==> src/rtl/if_id_pipe_ctrl_if.sv <==
`default_nettype none
// ============================================================================
// Module      : if_id_pipe_ctrl_if
// Description : Signal bundle between the fetch-side pipeline controller and
//               its neighbours (instruction memory, decode, hazard unit and
//               debug unit). Signal names are seen from the controller side.
//               master = environment driving the controller, slave = controller.
// Revision    : 1.0 - initial release
// ============================================================================
interface if_id_pipe_ctrl_if #(
  parameter int NB_DATA      = 32,
  parameter int NB_PC        = 32,
  parameter int NB_CTRL      = 18,
  parameter int NB_STALL_CNT = 16
);
  logic                    i_enable;
  logic                    i_enable_pc;
  logic                    i_enable_IF_ID_reg;
  logic                    i_select_control_nop;
  logic                    i_branch_taken;
  logic [NB_PC-1:0]        i_branch_target;
  logic [NB_DATA-1:0]      i_instruction;
  logic [NB_CTRL-1:0]      i_control_signals;
  logic [NB_PC-1:0]        o_pc;
  logic [NB_DATA-1:0]      o_IF_ID_instruction;
  logic [NB_PC-1:0]        o_IF_ID_pc_plus4;
  logic [NB_CTRL-1:0]      o_ID_EX_control;
  logic [NB_STALL_CNT-1:0] o_stall_count;
  logic                    o_halt;

  modport master (
    output i_enable, i_enable_pc, i_enable_IF_ID_reg, i_select_control_nop,
    output i_branch_taken, i_branch_target, i_instruction, i_control_signals,
    input  o_pc, o_IF_ID_instruction, o_IF_ID_pc_plus4, o_ID_EX_control,
    input  o_stall_count, o_halt
  );

  modport slave (
    input  i_enable, i_enable_pc, i_enable_IF_ID_reg, i_select_control_nop,
    input  i_branch_taken, i_branch_target, i_instruction, i_control_signals,
    output o_pc, o_IF_ID_instruction, o_IF_ID_pc_plus4, o_ID_EX_control,
    output o_stall_count, o_halt
  );
endinterface
`default_nettype wire

==> src/rtl/if_id_pipe_ctrl.sv <==
`default_nettype none
// ============================================================================
// Module      : if_id_pipe_ctrl
// Description : Fetch-side pipeline controller for a 5-stage MIPS core. Holds
//               the PC, the IF/ID register, the ID/EX control bundle (with
//               NOP substitution on load-use stalls), a halt-drain FSM and a
//               saturating stall counter.
//               Optional macro BRANCH_DELAY_SLOT_EN: a taken branch keeps the
//               delay-slot instruction in IF/ID instead of flushing it.
// Revision    : 1.0 - initial release
// ============================================================================
module if_id_pipe_ctrl #(
  parameter int               NB_DATA      = 32,
  parameter int               NB_PC        = 32,
  parameter int               NB_CTRL      = 18,
  parameter int               NB_STALL_CNT = 16,
  parameter logic [NB_DATA-1:0] HALT_INSTR = 32'hFFFFFFFF,
  parameter int               DRAIN_CYCLES = 4
) (
  input  wire logic          i_clock,
  input  wire logic          i_reset,
  if_id_pipe_ctrl_if.slave   bus
);

  localparam int c_DRAIN_W = (DRAIN_CYCLES > 1) ? $clog2(DRAIN_CYCLES) : 1;

  typedef enum logic [1:0] {
    ST_RUN     = 2'd0,
    ST_DRAIN   = 2'd1,
    ST_HALTED  = 2'd2
  } state_t;

  state_t                  r_state;
  state_t                  w_state_next;
  logic [c_DRAIN_W-1:0]    r_drain_cnt;
  logic [c_DRAIN_W-1:0]    w_drain_next;

  logic [NB_PC-1:0]        r_pc;
  logic [NB_DATA-1:0]      r_ifid_instr;
  logic [NB_PC-1:0]        r_ifid_pc4;
  logic [NB_CTRL-1:0]      r_idex_ctrl;
  logic [NB_STALL_CNT-1:0] r_stall_cnt;

  logic                    w_branch_eff;
  logic                    w_flush;
  logic                    w_ifid_load;
  logic [NB_PC-1:0]        w_pc_plus4;

  // Branch qualification: a stall in either register means the ID operands
  // are stale, so the branch is dropped and re-evaluated next cycle.
  always_comb begin
    w_pc_plus4   = r_pc + NB_PC'(4);
    w_branch_eff = bus.i_branch_taken & bus.i_enable_pc & bus.i_enable_IF_ID_reg;
`ifdef BRANCH_DELAY_SLOT_EN
    w_flush      = 1'b0;
`else
    w_flush      = w_branch_eff;
`endif
    w_ifid_load  = (r_state == ST_RUN) & bus.i_enable_IF_ID_reg & ~w_flush;
  end

  // Halt-drain FSM next state and drain countdown.
  always_comb begin
    w_state_next = r_state;
    w_drain_next = r_drain_cnt;
    case (r_state)
      ST_RUN: begin
        if (w_ifid_load && (bus.i_instruction == HALT_INSTR)) begin
          w_state_next = ST_DRAIN;
          w_drain_next = c_DRAIN_W'(DRAIN_CYCLES - 1);
        end
      end
      ST_DRAIN: begin
        if (r_drain_cnt == '0) begin
          w_state_next = ST_HALTED;
        end else begin
          w_drain_next = r_drain_cnt - 1'b1;
        end
      end
      ST_HALTED: begin
        w_state_next = ST_HALTED;
      end
      default: begin
        w_state_next = ST_RUN;
      end
    endcase
  end

  // FSM state register; advances only on enabled cycles.
  always_ff @(posedge i_clock or posedge i_reset) begin
    if (i_reset) begin
      r_state     <= ST_RUN;
      r_drain_cnt <= '0;
    end else if (bus.i_enable) begin
      r_state     <= w_state_next;
      r_drain_cnt <= w_drain_next;
    end
  end

  // PC, IF/ID, ID/EX and stall counter; hazard inputs only matter in RUN.
  always_ff @(posedge i_clock or posedge i_reset) begin
    if (i_reset) begin
      r_pc         <= '0;
      r_ifid_instr <= '0;
      r_ifid_pc4   <= '0;
      r_idex_ctrl  <= '0;
      r_stall_cnt  <= '0;
    end else if (bus.i_enable) begin
      case (r_state)
        ST_RUN: begin
          if (bus.i_enable_pc) begin
            r_pc <= w_branch_eff ? bus.i_branch_target : w_pc_plus4;
          end
          if (bus.i_enable_IF_ID_reg) begin
            if (w_flush) begin
              r_ifid_instr <= '0;
              r_ifid_pc4   <= '0;
            end else begin
              r_ifid_instr <= bus.i_instruction;
              r_ifid_pc4   <= w_pc_plus4;
            end
          end
          r_idex_ctrl <= bus.i_select_control_nop ? '0 : bus.i_control_signals;
          if (bus.i_select_control_nop && (r_stall_cnt != {NB_STALL_CNT{1'b1}})) begin
            r_stall_cnt <= r_stall_cnt + 1'b1;
          end
        end
        ST_DRAIN: begin
          // The halt word is replaced by a NOP so decode never sees it again.
          r_ifid_instr <= '0;
          r_idex_ctrl  <= bus.i_control_signals;
        end
        default: begin
        end
      endcase
    end
  end

  assign bus.o_pc                = r_pc;
  assign bus.o_IF_ID_instruction = r_ifid_instr;
  assign bus.o_IF_ID_pc_plus4    = r_ifid_pc4;
  assign bus.o_ID_EX_control     = r_idex_ctrl;
  assign bus.o_stall_count       = r_stall_cnt;
  assign bus.o_halt              = (r_state == ST_HALTED);

endmodule
`default_nettype wire

==> src/flat_wrapper.sv <==
// flat-port wrapper written by rule: the top's interface ports become plain ports
module if_id_pipe_ctrl_flat 
#(
  parameter int               NB_DATA      = 32,
  parameter int               NB_PC        = 32,
  parameter int               NB_CTRL      = 18,
  parameter int               NB_STALL_CNT = 16,
  parameter logic [NB_DATA-1:0] HALT_INSTR = 32'hFFFFFFFF,
  parameter int               DRAIN_CYCLES = 4
)
  (i_clock, i_reset, bus_i_enable, bus_i_enable_pc, bus_i_enable_IF_ID_reg, bus_i_select_control_nop, bus_i_branch_taken, bus_i_branch_target, bus_i_instruction, bus_i_control_signals, bus_o_pc, bus_o_IF_ID_instruction, bus_o_IF_ID_pc_plus4, bus_o_ID_EX_control, bus_o_stall_count, bus_o_halt);
  if_id_pipe_ctrl_if #(.NB_DATA(NB_DATA), .NB_PC(NB_PC), .NB_CTRL(NB_CTRL), .NB_STALL_CNT(NB_STALL_CNT)) bus_i ();
  input  wire logic i_clock;
  input  wire logic i_reset;
  input wire logic [$bits(bus_i.i_enable)-1:0] bus_i_enable;
  input wire logic [$bits(bus_i.i_enable_pc)-1:0] bus_i_enable_pc;
  input wire logic [$bits(bus_i.i_enable_IF_ID_reg)-1:0] bus_i_enable_IF_ID_reg;
  input wire logic [$bits(bus_i.i_select_control_nop)-1:0] bus_i_select_control_nop;
  input wire logic [$bits(bus_i.i_branch_taken)-1:0] bus_i_branch_taken;
  input wire logic [$bits(bus_i.i_branch_target)-1:0] bus_i_branch_target;
  input wire logic [$bits(bus_i.i_instruction)-1:0] bus_i_instruction;
  input wire logic [$bits(bus_i.i_control_signals)-1:0] bus_i_control_signals;
  output wire logic [$bits(bus_i.o_pc)-1:0] bus_o_pc;
  output wire logic [$bits(bus_i.o_IF_ID_instruction)-1:0] bus_o_IF_ID_instruction;
  output wire logic [$bits(bus_i.o_IF_ID_pc_plus4)-1:0] bus_o_IF_ID_pc_plus4;
  output wire logic [$bits(bus_i.o_ID_EX_control)-1:0] bus_o_ID_EX_control;
  output wire logic [$bits(bus_i.o_stall_count)-1:0] bus_o_stall_count;
  output wire logic [$bits(bus_i.o_halt)-1:0] bus_o_halt;
  assign bus_i.i_enable = bus_i_enable;
  assign bus_i.i_enable_pc = bus_i_enable_pc;
  assign bus_i.i_enable_IF_ID_reg = bus_i_enable_IF_ID_reg;
  assign bus_i.i_select_control_nop = bus_i_select_control_nop;
  assign bus_i.i_branch_taken = bus_i_branch_taken;
  assign bus_i.i_branch_target = bus_i_branch_target;
  assign bus_i.i_instruction = bus_i_instruction;
  assign bus_i.i_control_signals = bus_i_control_signals;
  assign bus_o_pc = bus_i.o_pc;
  assign bus_o_IF_ID_instruction = bus_i.o_IF_ID_instruction;
  assign bus_o_IF_ID_pc_plus4 = bus_i.o_IF_ID_pc_plus4;
  assign bus_o_ID_EX_control = bus_i.o_ID_EX_control;
  assign bus_o_stall_count = bus_i.o_stall_count;
  assign bus_o_halt = bus_i.o_halt;
  if_id_pipe_ctrl #(.NB_DATA(NB_DATA), .NB_PC(NB_PC), .NB_CTRL(NB_CTRL), .NB_STALL_CNT(NB_STALL_CNT), .HALT_INSTR(HALT_INSTR), .DRAIN_CYCLES(DRAIN_CYCLES)) u_core (.i_clock(i_clock), .i_reset(i_reset), .bus(bus_i));
endmodule
==> config.mk <==
export PLATFORM = sky130hd
export DESIGN_NAME = if_id_pipe_ctrl_flat
export DESIGN_NICKNAME = d
export VERILOG_FILES = /design/src/rtl/if_id_pipe_ctrl_if.sv /design/src/rtl/if_id_pipe_ctrl.sv /design/src/flat_wrapper.sv
export SDC_FILE = /design/constraint.sdc
export NUM_CORES = 1
export LEC_CHECK = 0
export ABC_CLOCK_PERIOD_IN_PS = 9050
export CORE_MARGIN = 2
export CORE_UTILIZATION = 49
export CTS_CLUSTER_DIAMETER = 60
export CTS_CLUSTER_SIZE = 24
export DETAILED_ROUTE_END_ITERATION = 16
export PLACE_DENSITY = 0.95
export SLEW_MARGIN = 5
export SYNTH_ARGS = -nofsm -noshare
export SYNTH_HDL_FRONTEND = slang
export SYNTH_SLANG_ARGS = --single-unit
==> constraint.sdc <==
create_clock -name i_clock -period 9.05 [get_ports i_clock]
set_input_delay 2.715 -clock i_clock [delete_from_list [all_inputs] [get_ports i_clock]]
set_output_delay 2.715 -clock i_clock [all_outputs]
set_load 0.01 [all_outputs]
==> results of run 1 <==
[synthesized netlist by cell type, types with 2 or more instances]
master	count	share of area, %
nand4_1	20	2.0
o22ai_1	16	1.6
and2_1	2	0.20
a2bb2oi_1	15	2.1
buf_2	6	0.47
nor4_1	5	0.49
nor2_1	27	1.6
nor3_1	6	0.47
dfrtp_1	134	53
and3_1	10	0.98
inv_1	12	0.71
nand3_1	25	2.0
nor4_4	2	0.67
ha_1	7	1.4
o2bb2ai_1	2	0.28
o21ai_0	49	3.9
nand2_1	112	6.6
mux2_2	5	0.89
clkbuf_1	33	1.9
and4_1	5	0.69
xnor2_1	15	2.1
a22o_1	34	4.7
o21ai_1	7	0.55
xor2_1	24	3.3
a21o_1	2	0.24
a211oi_1	2	0.24
a21oi_1	26	2.0
a22oi_1	7	0.83
or4_4	2	0.35
nor3_2	2	0.32
nand4_2	2	0.39
o31ai_1	4	0.47
or3_1	4	0.39
[cells by family (layout without fill, tap and decap cells)]
group           count (synthesis)  count (layout)
fa+ha+maj                       7               7
compound gates                170             170
xor+xnor                       39              39
flops                         134             134
mux                             6               6
simple gates                  232             232
buf+inv                        52             269
[registers in the layout, indices dropped and copies added (netlist names)]
name,count
u_core.bus.o_IF_ID_pc_plus4,32
u_core.bus.o_stall_count,16
u_core.bus.o_IF_ID_instruction,32
u_core.r_drain_cnt,2
u_core.bus.o_ID_EX_control,18
u_core.bus.o_pc,32
u_core.r_state,2
[area by class of cell]
cell class	instances	area, um2
Tap cell	172	215
Timing Repair Buffer	226	2240
Multi-Input combinational cell	454	2800
Sequential cell	134	3350
Clock buffer	28	507
Clock inverter	3	17.5
Inverter	12	50.0
Fill cell	875	3430
[tightest hold or removal path, delay by kind of cell (launching register included)]
family          cells  cell delay [ns]
flops               1             0.34
compound gates      1             0.06
simple gates        1             0.05
[routing by layer]
layer	vias to the layer above	part of all wire, %	global-route usage, %
met4	0	3.6	13.9
met5	-	0	0
met1	2929	41	34.3
li1	2723	-	-
met2	300	49	44.7
met3	53	6.0	5.62
[power groups by stage]
stage	Combinational (mW)	Sequential (mW)	Clock (mW)
after floorplan	0.273	0.890	0
after detailed placement	0.683	0.866	0
final	0.684	0.864	0.616
after CTS	0.686	0.859	0.622
after global routing	0.731	0.879	0.649
after global placement	0.661	0.861	0
[worst paths after layout]
check / cells after the start / end / slack (ns) / from
max reg2reg: 6 / u_core.bus.o_IF_ID_instruction[6]$_DFFE_PP0P_ / 6.49 / u_core.r_state[0]$_DFFE_PP0P_
min reg2reg: 2 / u_core.bus.o_IF_ID_pc_plus4[27]$_DFFE_PP0P_ / 0.48 / u_core.bus.o_IF_ID_pc_plus4[27]$_DFFE_PP0P_
max in group asynchronous: 3 / u_core.bus.o_IF_ID_pc_plus4[8]$_DFFE_PP0P_ / 4.96 / i_reset
max: 6 / u_core.r_state[0]$_DFFE_PP0P_ / 4.28 / bus_i_enable_IF_ID_reg
min: 2 / u_core.bus.o_IF_ID_pc_plus4[27]$_DFFE_PP0P_ / 0.48 / u_core.bus.o_IF_ID_pc_plus4[27]$_DFFE_PP0P_
min in group asynchronous: 2 / u_core.bus.o_stall_count[3]$_DFFE_PP0P_ / 2.77 / i_reset
[cell usage in the layout, fill, tap and decap left out, types with 2 or more instances in the layout]
master           instances
nand4_2                  2
ha_1                     7
a22oi_1                  7
or3_1                    4
xnor2_1                 15
nor4_4                   2
and2_1                   2
nand2_1                112
a21o_1                   2
a22o_1                  34
o21ai_1                  6
a211oi_1                 2
dfrtp_1                134
o31ai_1                  4
clkbuf_16               17
nor2_1                  27
xor2_1                  24
a21oi_1                 26
clkinv_2                 2
and3_1                  10
clkdlybuf4s50_1        219
nor4_1                   5
o21ai_0                 49
or4_4                    2
buf_4                    7
o22ai_1                 16
mux2_2                   5
inv_1                   11
nor3_1                   5
and4_1                   5
clkbuf_8                 4
nand4_1                 20
nor3_2                   3
o2bb2ai_1                2
clkbuf_1                 7
nand3_1                 25
a2bb2oi_1               15
[through the flow]
stage | utilization, % | area [um2]
finish | 72.8 | 9190
global route | 72.8 | 9190
CTS | 72.8 | 9190
detailed placement | 68.6 | 8660
global placement | 68.6 | 8660
floorplan | - | 6350
==> results.yml, run 1 <==
run_status:
  status: "finished clean"
drt:
  drt_pass1_iterations: 5
  drc: 0
  routed_wirelength_um: 19000
  drt-wirelength-per-cell_um: 18.4
  vias: 6005
  final_antenna_net_count: 0
  viasPerCell: 5.84
  first_iter_violations: 562
placement:
  post-place-cells: 998
  io_buffer_count: 219
  routabilityCongestion: 0.857
  dpl_worst_slack_ns: 3.91
  place_hpwl_um: 13300
power:
  power.leakage_nw: 3.89
  p_int_mw: 1.47
  p_clk_share_pct: 28.5
  p_seq_share_pct: 39.9
  power_density_nw_per_um2: 235
  sw_frac_of_total_pct: 31.9
  total_power_mw: 2.16
  max-vdd-ir-drop_mv: 0.159
  combPwrFrac_pct: 31.6
  p_sw_uw: 690
clock_network:
  path_clk_slew_ns: 0.05
  ctsHoldBuffers: 0
  cts_buffer_depth: 2
  post_cts_buffers: 0
  htree_levels: 4
  numClockSinks: 134
  post_cts_resized: 0
  clock_latency_ns: 0.41
  cts_tree: "built"
  cts_root_buf: "clkbuf_16"
  cts_buffers: 17
yosys:
  synth_warnings: 0
  synthAdderAreaFrac_pct: 1.38
  yosys_most_used_dff: "dfrtp_1"
  synthArstFlopShare_pct: 100
  synth_edf_count: 0
  synth_cells: 640
  synthSimpleGateAreaFrac_pct: 18.4
  syn_nets: 736
  ys_ff_latch: 134
  seq_area_frac_synth_pct: 52.8
  synth_area_um2: 6350
  syn_area_per_cell_um2: 9.93
  synth_xor_area_share_pct: 5.38
  synth_top_family_by_area: "simple AND/OR/NAND/NOR gates"
  synth_cell_type_count: 49
  synth_compound_area_share_pct: 17.7
  synth_mux_area_share_pct: 1.04
die:
  initial_core_util_pct: 50.4
  core_area_um2: 12600
  die-area_um2: 13900
  die_w_um: 118
  io_pins: 220
  rows: 41
  fp.dieH_um: 118
worst_setup_path:
  cp_max_fo: 15
  max_stage_delay_ns: 0.51
  crit_type: "input port to register"
  critPathTopFamily: "simple AND/OR/NAND/NOR gates"
  critPathLaunchType: "input port"
  cp_data_arrival_time_ns: 5.06
  crit_chain: "clkdlybuf4s50_1 -> and3_1 -> nor4_1 -> nand3_1 -> a211oi_2 -> mux2_2"
  critPathSlowestCell: "clkdlybuf4s50_1"
  end_kind: "register"
  cp_data_required_time_ns: 9.34
  path_buf_inv: 1
job:
  cap_viol_max_count: 0
global_routing:
  grt_max_degree: 73
  grt_pass1_wl_um: 30000
  grt-ovfl-total: 0
  grt_usage_pct: 27.3
  grt_pass1_vias: 5718
  antenna_found_initial: 0
sta:
  skew_ns: 0.00580
  setup_viol: 0
  slew_violations: 0
  rsz0062_at_grt: "no"
  min_period_over_period_pct: 52.7
  setup_slack_ns: 4.28
  max_freq_mhz: 210
  period_minus_slack_ns: 4.77
  hold_viol_final: 0
  setup_tns_ns: 0
  relSlewSlack_pct: 27.4
  whs_ns: 0.480
  worst_pin_slew_ns: 1.09
layout:
  final_cells: 1029
  syn_to_final_growth_pct: 44.6
  fin_nets: 941
  diodes: 0
  drive_above_1_share_pct: 6.30
worst_hold_path:
  hold_path.class: "register to register"
Power figures use the tool's default switching activity.
==> run 2, diff against run 1 <==
--- a/config.mk
+++ b/config.mk
@@ -5,13 +5,13 @@
 export SDC_FILE = /design/constraint.sdc
 export NUM_CORES = 1
 export LEC_CHECK = 0
-export ABC_CLOCK_PERIOD_IN_PS = 9050
+export ABC_CLOCK_PERIOD_IN_PS = 4600
 export CORE_MARGIN = 2
-export CORE_UTILIZATION = 49
+export CORE_UTILIZATION = 46
 export CTS_CLUSTER_DIAMETER = 60
 export CTS_CLUSTER_SIZE = 24
 export DETAILED_ROUTE_END_ITERATION = 16
-export PLACE_DENSITY = 0.95
+export PLACE_DENSITY = 0.91
 export SLEW_MARGIN = 5
 export SYNTH_ARGS = -nofsm -noshare
 export SYNTH_HDL_FRONTEND = slang
==> constraint.sdc (replaced) <==
create_clock -name i_clock -period 4.6 [get_ports i_clock]
set_input_delay 1.38 -clock i_clock [delete_from_list [all_inputs] [get_ports i_clock]]
set_output_delay 1.38 -clock i_clock [all_outputs]
set_load 0.01 [all_outputs]
==> run 2 against run 1 <==
  * Combinational power rose by 97%
  * Critical path depth did not move
  * Count of clock-buffer cells in the layout fell by 10
  * First-iteration DRC count fell by 10%
  * Power rose by 110%
  * Clock skew rose by 0.0034 ns
  * Register-to-register slack got worse by 4.5 ns
  * Utilization fell by 2.4 points
  * Clock power rose to 2.6 times the previous value
  * Die area rose by 6.3%
  * Design area rose by 2.2%
  * Largest power group unchanged
  * Highest routed layer unchanged
==> results.yml, run 2 (synthesis gave the netlist of run 1 again) <==
clock_network:
  cts_buffers: 17
  post_cts_resized: 0
  cts_buffer_depth: 2
  cts_tree: "built"
  cts_root_buf: "clkbuf_16"
  post_cts_buffers: 0
  htree_levels: 4
  numClockSinks: 134
  clock_latency_ns: 0.42
  path_clk_slew_ns: 0.06
  ctsHoldBuffers: 0
die:
  core_area_um2: 13300
  io_pins: 220
  initial_core_util_pct: 47.6
  fp.dieH_um: 122
  rows: 42
  die-area_um2: 14800
  die_w_um: 122
worst_setup_path:
  cp_data_arrival_time_ns: 3.45
  cp_max_fo: 33
  critPathLaunchType: "input port"
  rr_worst_depth: 6
  crit_type: "input port to register"
  end_kind: "register"
  cp_data_required_time_ns: 4.90
global_routing:
  antenna_found_initial: 0
  grt_max_degree: 65
  grt_usage_pct: 27.3
  grt_pass1_wl_um: 31000
  grt_pass1_vias: 5831
  grt-ovfl-total: 0
placement:
  dpl_worst_slack_ns: 1.07
  io_buffer_count: 219
  routabilityCongestion: 0.860
  post-place-cells: 1006
  place_hpwl_um: 13500
sta:
  min_period_over_period_pct: 68.4
  setup_viol: 0
  relSlewSlack_pct: 27.7
  worst_pin_slew_ns: 1.08
  max_freq_mhz: 318
  skew_ns: 0.00923
  slew_violations: 0
  rsz0062_at_grt: "no"
  setup_slack_ns: 1.45
  hold_viol_final: 0
  setup_tns_ns: 0
  period_minus_slack_ns: 3.15
job:
  cap_viol_max_count: 0
drt:
  drt_pass1_iterations: 5
  first_iter_violations: 503
  viasPerCell: 5.77
  final_antenna_net_count: 0
  drc: 0
  vias: 5987
  drt-wirelength-per-cell_um: 19.0
  routed_wirelength_um: 19700
layout:
  drive_above_1_share_pct: 7.43
  final_cells: 1037
  fin_nets: 945
  diodes: 0
  final_common_cell: "clkdlybuf4s50_1"
  final_cell_mix: "219 x clkdlybuf4s50_1, 134 x dfrtp_1, 112 x nand2_1"
  post-route-util_pct: 70.4
  syn_to_final_growth_pct: 47.8
worst_hold_path:
  hold_path.class: "register to register"
  hold_depth: 2
run_status:
  status: "finished clean"
power:
  power.leakage_nw: 3.98
  max-vdd-ir-drop_mv: 0.267
  power_density_nw_per_um2: 493
  total_power_mw: 4.63
## run 2: cell count changes in the layout (fill, tap and decap cells not counted), sizes merged
cell	change
inv	-1
clkinv	+3
buf	+4
clkinvlp	+1
clkbuf	-10
bufinv	+7
## run 2: power breakdown
| part | switching, mW | internal (mW) |
|---|---|---|
| sequential | 0.273 | 1.43 |
| clock | 0.514 | 1.07 |
| combinational | 0.620 | 0.731 |
## run 2: path summary, 6_finish.rpt
path | startpoint | endpoint | slack, ns
min | u_core.bus.o_IF_ID_pc_plus4[2]$_DFFE_PP0P_ | u_core.bus.o_IF_ID_pc_plus4[2]$_DFFE_PP0P_ | 0.48
max in group asynchronous | i_reset | u_core.bus.o_IF_ID_instruction[15]$_DFFE_PP0P_ | 2.53
max | bus_i_enable | u_core.bus.o_IF_ID_instruction[0]$_DFFE_PP0P_ | 1.45
min in group asynchronous | i_reset | u_core.bus.o_ID_EX_control[12]$_DFFE_PP0P_ | 1.36
max reg2reg | u_core.r_state[0]$_DFFE_PP0P_ | u_core.bus.o_IF_ID_instruction[0]$_DFFE_PP0P_ | 2.04
min reg2reg | u_core.bus.o_IF_ID_pc_plus4[2]$_DFFE_PP0P_ | u_core.bus.o_IF_ID_pc_plus4[2]$_DFFE_PP0P_ | 0.48
## run 2: area by class of cell
class / count / area [um2]
fill: 963 / 3960
clock inverter: 13 / 254
timing repair buffer: 230 / 2290
inverter: 12 / 48.8
multi-input combinational: 454 / 2800
sequential: 134 / 3350
tap: 176 / 220
clock buffer: 18 / 429
## run 2: metal layers
metal  track usage, %  routed length, um
met1             35.4               7940
met2             43.3               9640
met3             5.48               1220
met4             14.6                854
met5                0                  0
## run 2: stage by stage
stage / hold slack, ns / cell area, um2
floorplan: 0.503 / 6360
global placement: 0.460 / 8710
detailed placement: 0.471 / 8710
finish: 0.475 / 9390
CTS: 0.484 / 9390
global route: 0.508 / 9390
## run 2: critical path: stages
cell,delay [ns]
clkdlybuf4s50_1,0.55
o21ai_2,0.13
a21o_1,0.82
nor3_2,0.05
buf_4,0.28
a22o_1,0.22
==> run 3, diff against run 2 <==
--- a/config.mk
+++ b/config.mk
@@ -5,7 +5,7 @@
 export SDC_FILE = /design/constraint.sdc
 export NUM_CORES = 1
 export LEC_CHECK = 0
-export ABC_CLOCK_PERIOD_IN_PS = 4600
+export ABC_CLOCK_PERIOD_IN_PS = 3260
 export CORE_MARGIN = 2
 export CORE_UTILIZATION = 46
 export CTS_CLUSTER_DIAMETER = 60
==> constraint.sdc (replaced) <==
create_clock -name i_clock -period 3.26 [get_ports i_clock]
set_input_delay 0.978 -clock i_clock [delete_from_list [all_inputs] [get_ports i_clock]]
set_output_delay 0.978 -clock i_clock [all_outputs]
set_load 0.01 [all_outputs]
==> run 3 against run 2 <==
  * Sequential share of layout area rose by 0.29 points
  * Final cell count barely moved
  * Clock skew barely moved
  * Hold slack got worse by 0.00050 ns
  * Combinational power rose by 41%
  * Critical path type unchanged
  * Highest routed layer unchanged
==> results.yml, run 3 (synthesis gave the netlist of run 1 again) <==
run_status:
  status: "finished clean"
sta:
  max_freq_mhz: 369
  period_minus_slack_ns: 2.71
  hold_viol_final: 0
  relSlewSlack_pct: 49.2
  setup_slack_ns: 0.552
  setup_viol: 0
  slew_violations: 0
  worst_pin_slew_ns: 0.761
  skew_ns: 0.00937
  setup_tns_ns: 0
  min_period_over_period_pct: 83.1
  rsz0062_at_grt: "no"
worst_hold_path:
  min_to: "u_core.bus.o_IF_ID_pc_plus4[17]$_DFFE_PP0P_"
  hold_depth: 2
  hold_path.class: "register to register"
  min-delay-start: "u_core.bus.o_IF_ID_pc_plus4[17]$_DFFE_PP0P_"
global_routing:
  grt_usage_pct: 26.2
  grt_pass1_wl_um: 29900
  grt_pass1_vias: 5602
  grt_max_degree: 135
  grt-ovfl-total: 0
  antenna_found_initial: 0
clock_network:
  cts_tree: "built"
  post_cts_resized: 0
  ctsHoldBuffers: 0
  numClockSinks: 134
  htree_levels: 4
  cts_buffer_depth: 2
  cts_root_buf: "clkbuf_16"
  clock_latency_ns: 0.42
  post_cts_buffers: 0
  cts_buffers: 17
  path_clk_slew_ns: 0.05
worst_setup_path:
  rr_worst_depth: 6
  end_kind: "register"
  crit_type: "input port to register"
  critPathLaunchType: "input port"
  cp_data_required_time_ns: 3.55
  cp_data_arrival_time_ns: 3.00
  r2r-end: "u_core.bus.o_pc[26]$_DFFE_PP0P_"
  r2r_start: "u_core.bus.o_pc[2]$_DFFE_PP0P_"
  reg2reg_slack_ns: 0.86
  cp_max_fo: 6
layout:
  final_cells: 1038
  fillers: 980
  fin_nets: 946
  regArea_um2: 3350
  final_cell_mix: "219 x clkdlybuf4s50_1, 134 x dfrtp_1, 112 x nand2_1"
  drive_above_1_share_pct: 7.31
  multiInputGateArea_um2: 2800
  final_common_cell: "clkdlybuf4s50_1"
  diodes: 0
  post-route-util_pct: 69.8
  syn_to_final_growth_pct: 46.6
drt:
  first_iter_violations: 470
  vias: 5923
  viasPerCell: 5.71
  routed_wirelength_um: 19000
  drc: 0
  drt_pass1_iterations: 5
  final_antenna_net_count: 0
  drt-wirelength-per-cell_um: 18.3
die:
  io_pins: 220
  die-area_um2: 14800
  die_w_um: 122
  initial_core_util_pct: 47.6
  rows: 42
  core_area_um2: 13300
  fp.dieH_um: 122
placement:
  place_hpwl_um: 13300
  io_buffer_count: 219
  dpl_worst_slack_ns: 0.139
  routabilityCongestion: 0.892
  post-place-cells: 1007
job:
  cap_viol_max_count: 0
power:
  max-vdd-ir-drop_mv: 0.392
  power_density_nw_per_um2: 671
  power.leakage_nw: 3.94
[run 3: worst max-delay path: stages]
cell and delay, ns:
clkdlybuf4s50_1 0.51, and3_1 0.25, nor4_1 0.32, nand3_1 0.25
a211oi_2 0.33, mux2_2 0.36
[run 3: how the worst max path moves through the flow]
| stage | from | endpoint | cells past startpoint |
|---|---|---|---|
| 2_1_floorplan | i_reset | u_core.bus.o_ID_EX_control[0]$_DFFE_PP0P_ | 1 |
| 3_5_place_dp | bus_i_enable_IF_ID_reg | u_core.r_state[0]$_DFFE_PP0P_ | 6 |
| 4_1_cts | bus_i_enable_IF_ID_reg | u_core.r_state[0]$_DFFE_PP0P_ | 6 |
| 6_report | bus_i_enable_IF_ID_reg | u_core.r_state[0]$_DFFE_PP0P_ | 6 |
| 5_1_grt | bus_i_enable_IF_ID_reg | u_core.r_state[0]$_DFFE_PP0P_ | 6 |
| 3_3_place_gp | bus_i_enable_IF_ID_reg | u_core.r_state[1]$_DFFE_PP0P_ | 6 |
[run 3: per-layer routing]
metal	global-route usage, %	share of wire [%]	wire length (um)	vias to the layer above
li1	-	-	-	2737
met1	34.5	42	7960	2868
met2	42.0	48	9170	273
met3	5.57	6.4	1210	45
met4	11.4	3.3	626	0
met5	0	0	0	-
[run 3: cell type report]
cell class              instances  share of cell area [%]
well taps                     176                    2.36
repair buffers                231                    24.6
inverters                      12                   0.524
flip-flops and latches        134                    36.0
clock inverters                 8                    1.32
multi-input cells             454                    30.1
clock buffers                  23                    5.13
[run 3: per-stage QoR]
step           power, mW  area [um2]  hold WS [ns]
3_5_place_dp        4.30        8720         0.469
4_1_cts             6.27        9320         0.482
6_report            6.25        9320         0.475
3_3_place_gp        4.25        8720         0.462
5_1_grt             6.54        9320         0.493
2_1_floorplan       3.23        6360         0.503
[run 3: power by group]
group / internal (mW) / switching (mW)
combinational: 1.03 / 0.876
clock: 1.26 / 0.698
sequential: 2.02 / 0.371
==> variant, RTL diff (settings of run 3) <==
`NB_PC` is set to 32 in 3 places; all go to 64.
--- a/src/rtl/if_id_pipe_ctrl_if.sv
+++ b/src/rtl/if_id_pipe_ctrl_if.sv
@@ -10,5 +10,5 @@
 interface if_id_pipe_ctrl_if #(
   parameter int NB_DATA      = 32,
-  parameter int NB_PC        = 32,
+  parameter int NB_PC        = 64,
   parameter int NB_CTRL      = 18,
   parameter int NB_STALL_CNT = 16
--- a/src/rtl/if_id_pipe_ctrl.sv
+++ b/src/rtl/if_id_pipe_ctrl.sv
@@ -12,5 +12,5 @@
 module if_id_pipe_ctrl #(
   parameter int               NB_DATA      = 32,
-  parameter int               NB_PC        = 32,
+  parameter int               NB_PC        = 64,
   parameter int               NB_CTRL      = 18,
   parameter int               NB_STALL_CNT = 16,
--- a/src/flat_wrapper.sv
+++ b/src/flat_wrapper.sv
@@ -3,5 +3,5 @@
 #(
   parameter int               NB_DATA      = 32,
-  parameter int               NB_PC        = 32,
+  parameter int               NB_PC        = 64,
   parameter int               NB_CTRL      = 18,
   parameter int               NB_STALL_CNT = 16,
Ports: changed (resized bus_i_branch_target, bus_o_IF_ID_pc_plus4 and bus_o_pc); port bits go from 220 to 316. The function was not compared with the original's and may differ.
==> variant against run 3 <==
Cell area is 52% higher. Maximum frequency decreased by 5.7%. Synthesized area grew 56%. Synthesized cell count increased by 63%. Utilization fell by 2.8 points. Power is 35% higher. Global-route usage up 1.9 points. Routed wire length increased by 68%. Worst setup slack got worse by 160 ps. Sequential cell count rose by 64. Critical endpoint is now u_core.bus.o_pc[62].
==> variant: results <==
metrics = {
    "timing": {
        "skew_ps": 12.0,
        "maxSlewHeadroom_pct": 51.3,
        "whs_ps": 467,
    },
    "routing": {
        "num_vias": 9546,
        "wl_per_cell_um": 19.5,
        "wl_um": 31800,
        "drtIter0Drc": 746,
    },
    "yosys": {
        "seq_area_frac_synth_pct": 49.9,
        "synth_cell_types": 59,
        "synthTopCellsByArea": "dfrtp_1, nand2_1, o21ai_0, xnor2_1, a22o_1",
        "ys_top_cells_by_count": "dfrtp_1, nand2_1, o21ai_0, clkbuf_1, nor2_1",
        "syn_inst": 1044,
    },
    "global_route": {
        "antenna_found_initial": 2,
        "grt_max_degree": 103,
        "met3_usage_pct": 5.03,
        "gr-usage-met2_pct": 44.3,
        "track_usage_pct": 28.1,
        "grt_pass1_vias": 9370,
    },
    "worst_setup_path": {
        "cp.arrival_ps": 3200,
        "rrSetupSlack_ps": 390,
    },
    "clock_network": {
        "clk_pin_slew_ps": 70,
    },
    "placement": {
        "dpl_cell_area_um2": 13500,
        "gp_congestion": 0.898,
        "post-place-cells": 1597,
    },
    "layout": {
        "drive_above_1_share_pct": 7.90,
        "final_nets": 1469,
    },
    "status": {
        "status": "finished, final reports clean",
    },
    "pwr": {
        "power.leakage_nw": 5.79,
        "ir_drop_uv": 377,
    },
}
==> variant: cell count changes after synthesis, sizes merged, moves of 13 or more <==
| cell | run 3 | this run |
|---|---|---|
| nor2 | 28 | 56 |
| o31ai | 5 | 20 |
| nor3 | 8 | 21 |
| dfrtp | 134 | 198 |
| nand2 | 112 | 160 |
| clkbuf | 33 | 60 |
| xnor2 | 15 | 45 |
| a22oi | 7 | 22 |
| o21ai | 56 | 103 |
==> variant: routing by layer <==
layer	vias up	routed length, µm	share of wire (%)
met2	489	15100	47
li1	4353	-	-
met3	89	2470	7.8
met5	-	0	0
met1	4615	12700	40
met4	0	1500	4.7
==> variant: kinds of logic (layout without fill, tap and decap cells) <==
group	count (synthesis)	count (layout)	synth area share, %
muxes	13	13	1.39
adders and majority gates	7	7	0.882
other	0	2	0
buffers and inverters	96	406	3.79
AOI/OAI and AO/OA	287	287	19.1
xor gates and xnor gates	72	72	6.35
and+or+nand+nor	371	371	18.7
DFF	198	198	49.9
==> variant: final timing paths <==
path	startpoint	cells past startpoint	to
max in group asynchronous	i_reset	3	u_core.bus.o_pc[59]
worst min-delay path	u_core.bus.o_IF_ID_pc_plus4[58]	2	u_core.bus.o_IF_ID_pc_plus4[58]
worst min register to register	u_core.bus.o_IF_ID_pc_plus4[58]	2	u_core.bus.o_IF_ID_pc_plus4[58]
worst max-delay path	u_core.bus.o_pc[2]	9	u_core.bus.o_pc[62]
worst max register to register	u_core.bus.o_pc[2]	9	u_core.bus.o_pc[62]
min in group asynchronous	i_reset	3	u_core.bus.o_stall_count[14]
==> variant: per-stage QoR <==
step / utilization [%] / setup WS [ps] / power, mW
floorplan: - / -278 / 4.67
global placement: 64.1 / 272 / 6.12
detailed placement: 64.1 / 168 / 6.22
CTS: 67.0 / 402 / 8.48
global route: 67.0 / 117 / 8.88
finish: 67.0 / 389 / 8.45
==> variant: where the power goes <==
part	switching [mW]	leakage [nW]	internal, mW	total, mW
logic	1.26	3.12	1.47	2.73
clock network	0.984	0.293	1.27	2.25
registers	0.535	2.37	2.93	3.47
total	2.78	5.79	5.67	8.45
==> variant: worst max-delay path, stage by stage, from the launching register on <==
cell     delay, ps
dfrtp_1        450
ha_1           320
nand4_1        230
nor4_2         320
buf_4          180
nand4_1         80
buf_4          210
nor4_1         620
o21ai_0        160
a21o_1         200
==> variant: area by class of cell <==
type                       count  share of cell area [%]
antenna                        2                  0.0354
clock buffer                  20                    3.23
clock inverter                12                    1.17
inverter                      22                   0.611
multi-input combinational    750                    32.9
sequential                   198                    35.0
tap                          275                    2.43
timing repair buffer         352                    24.6
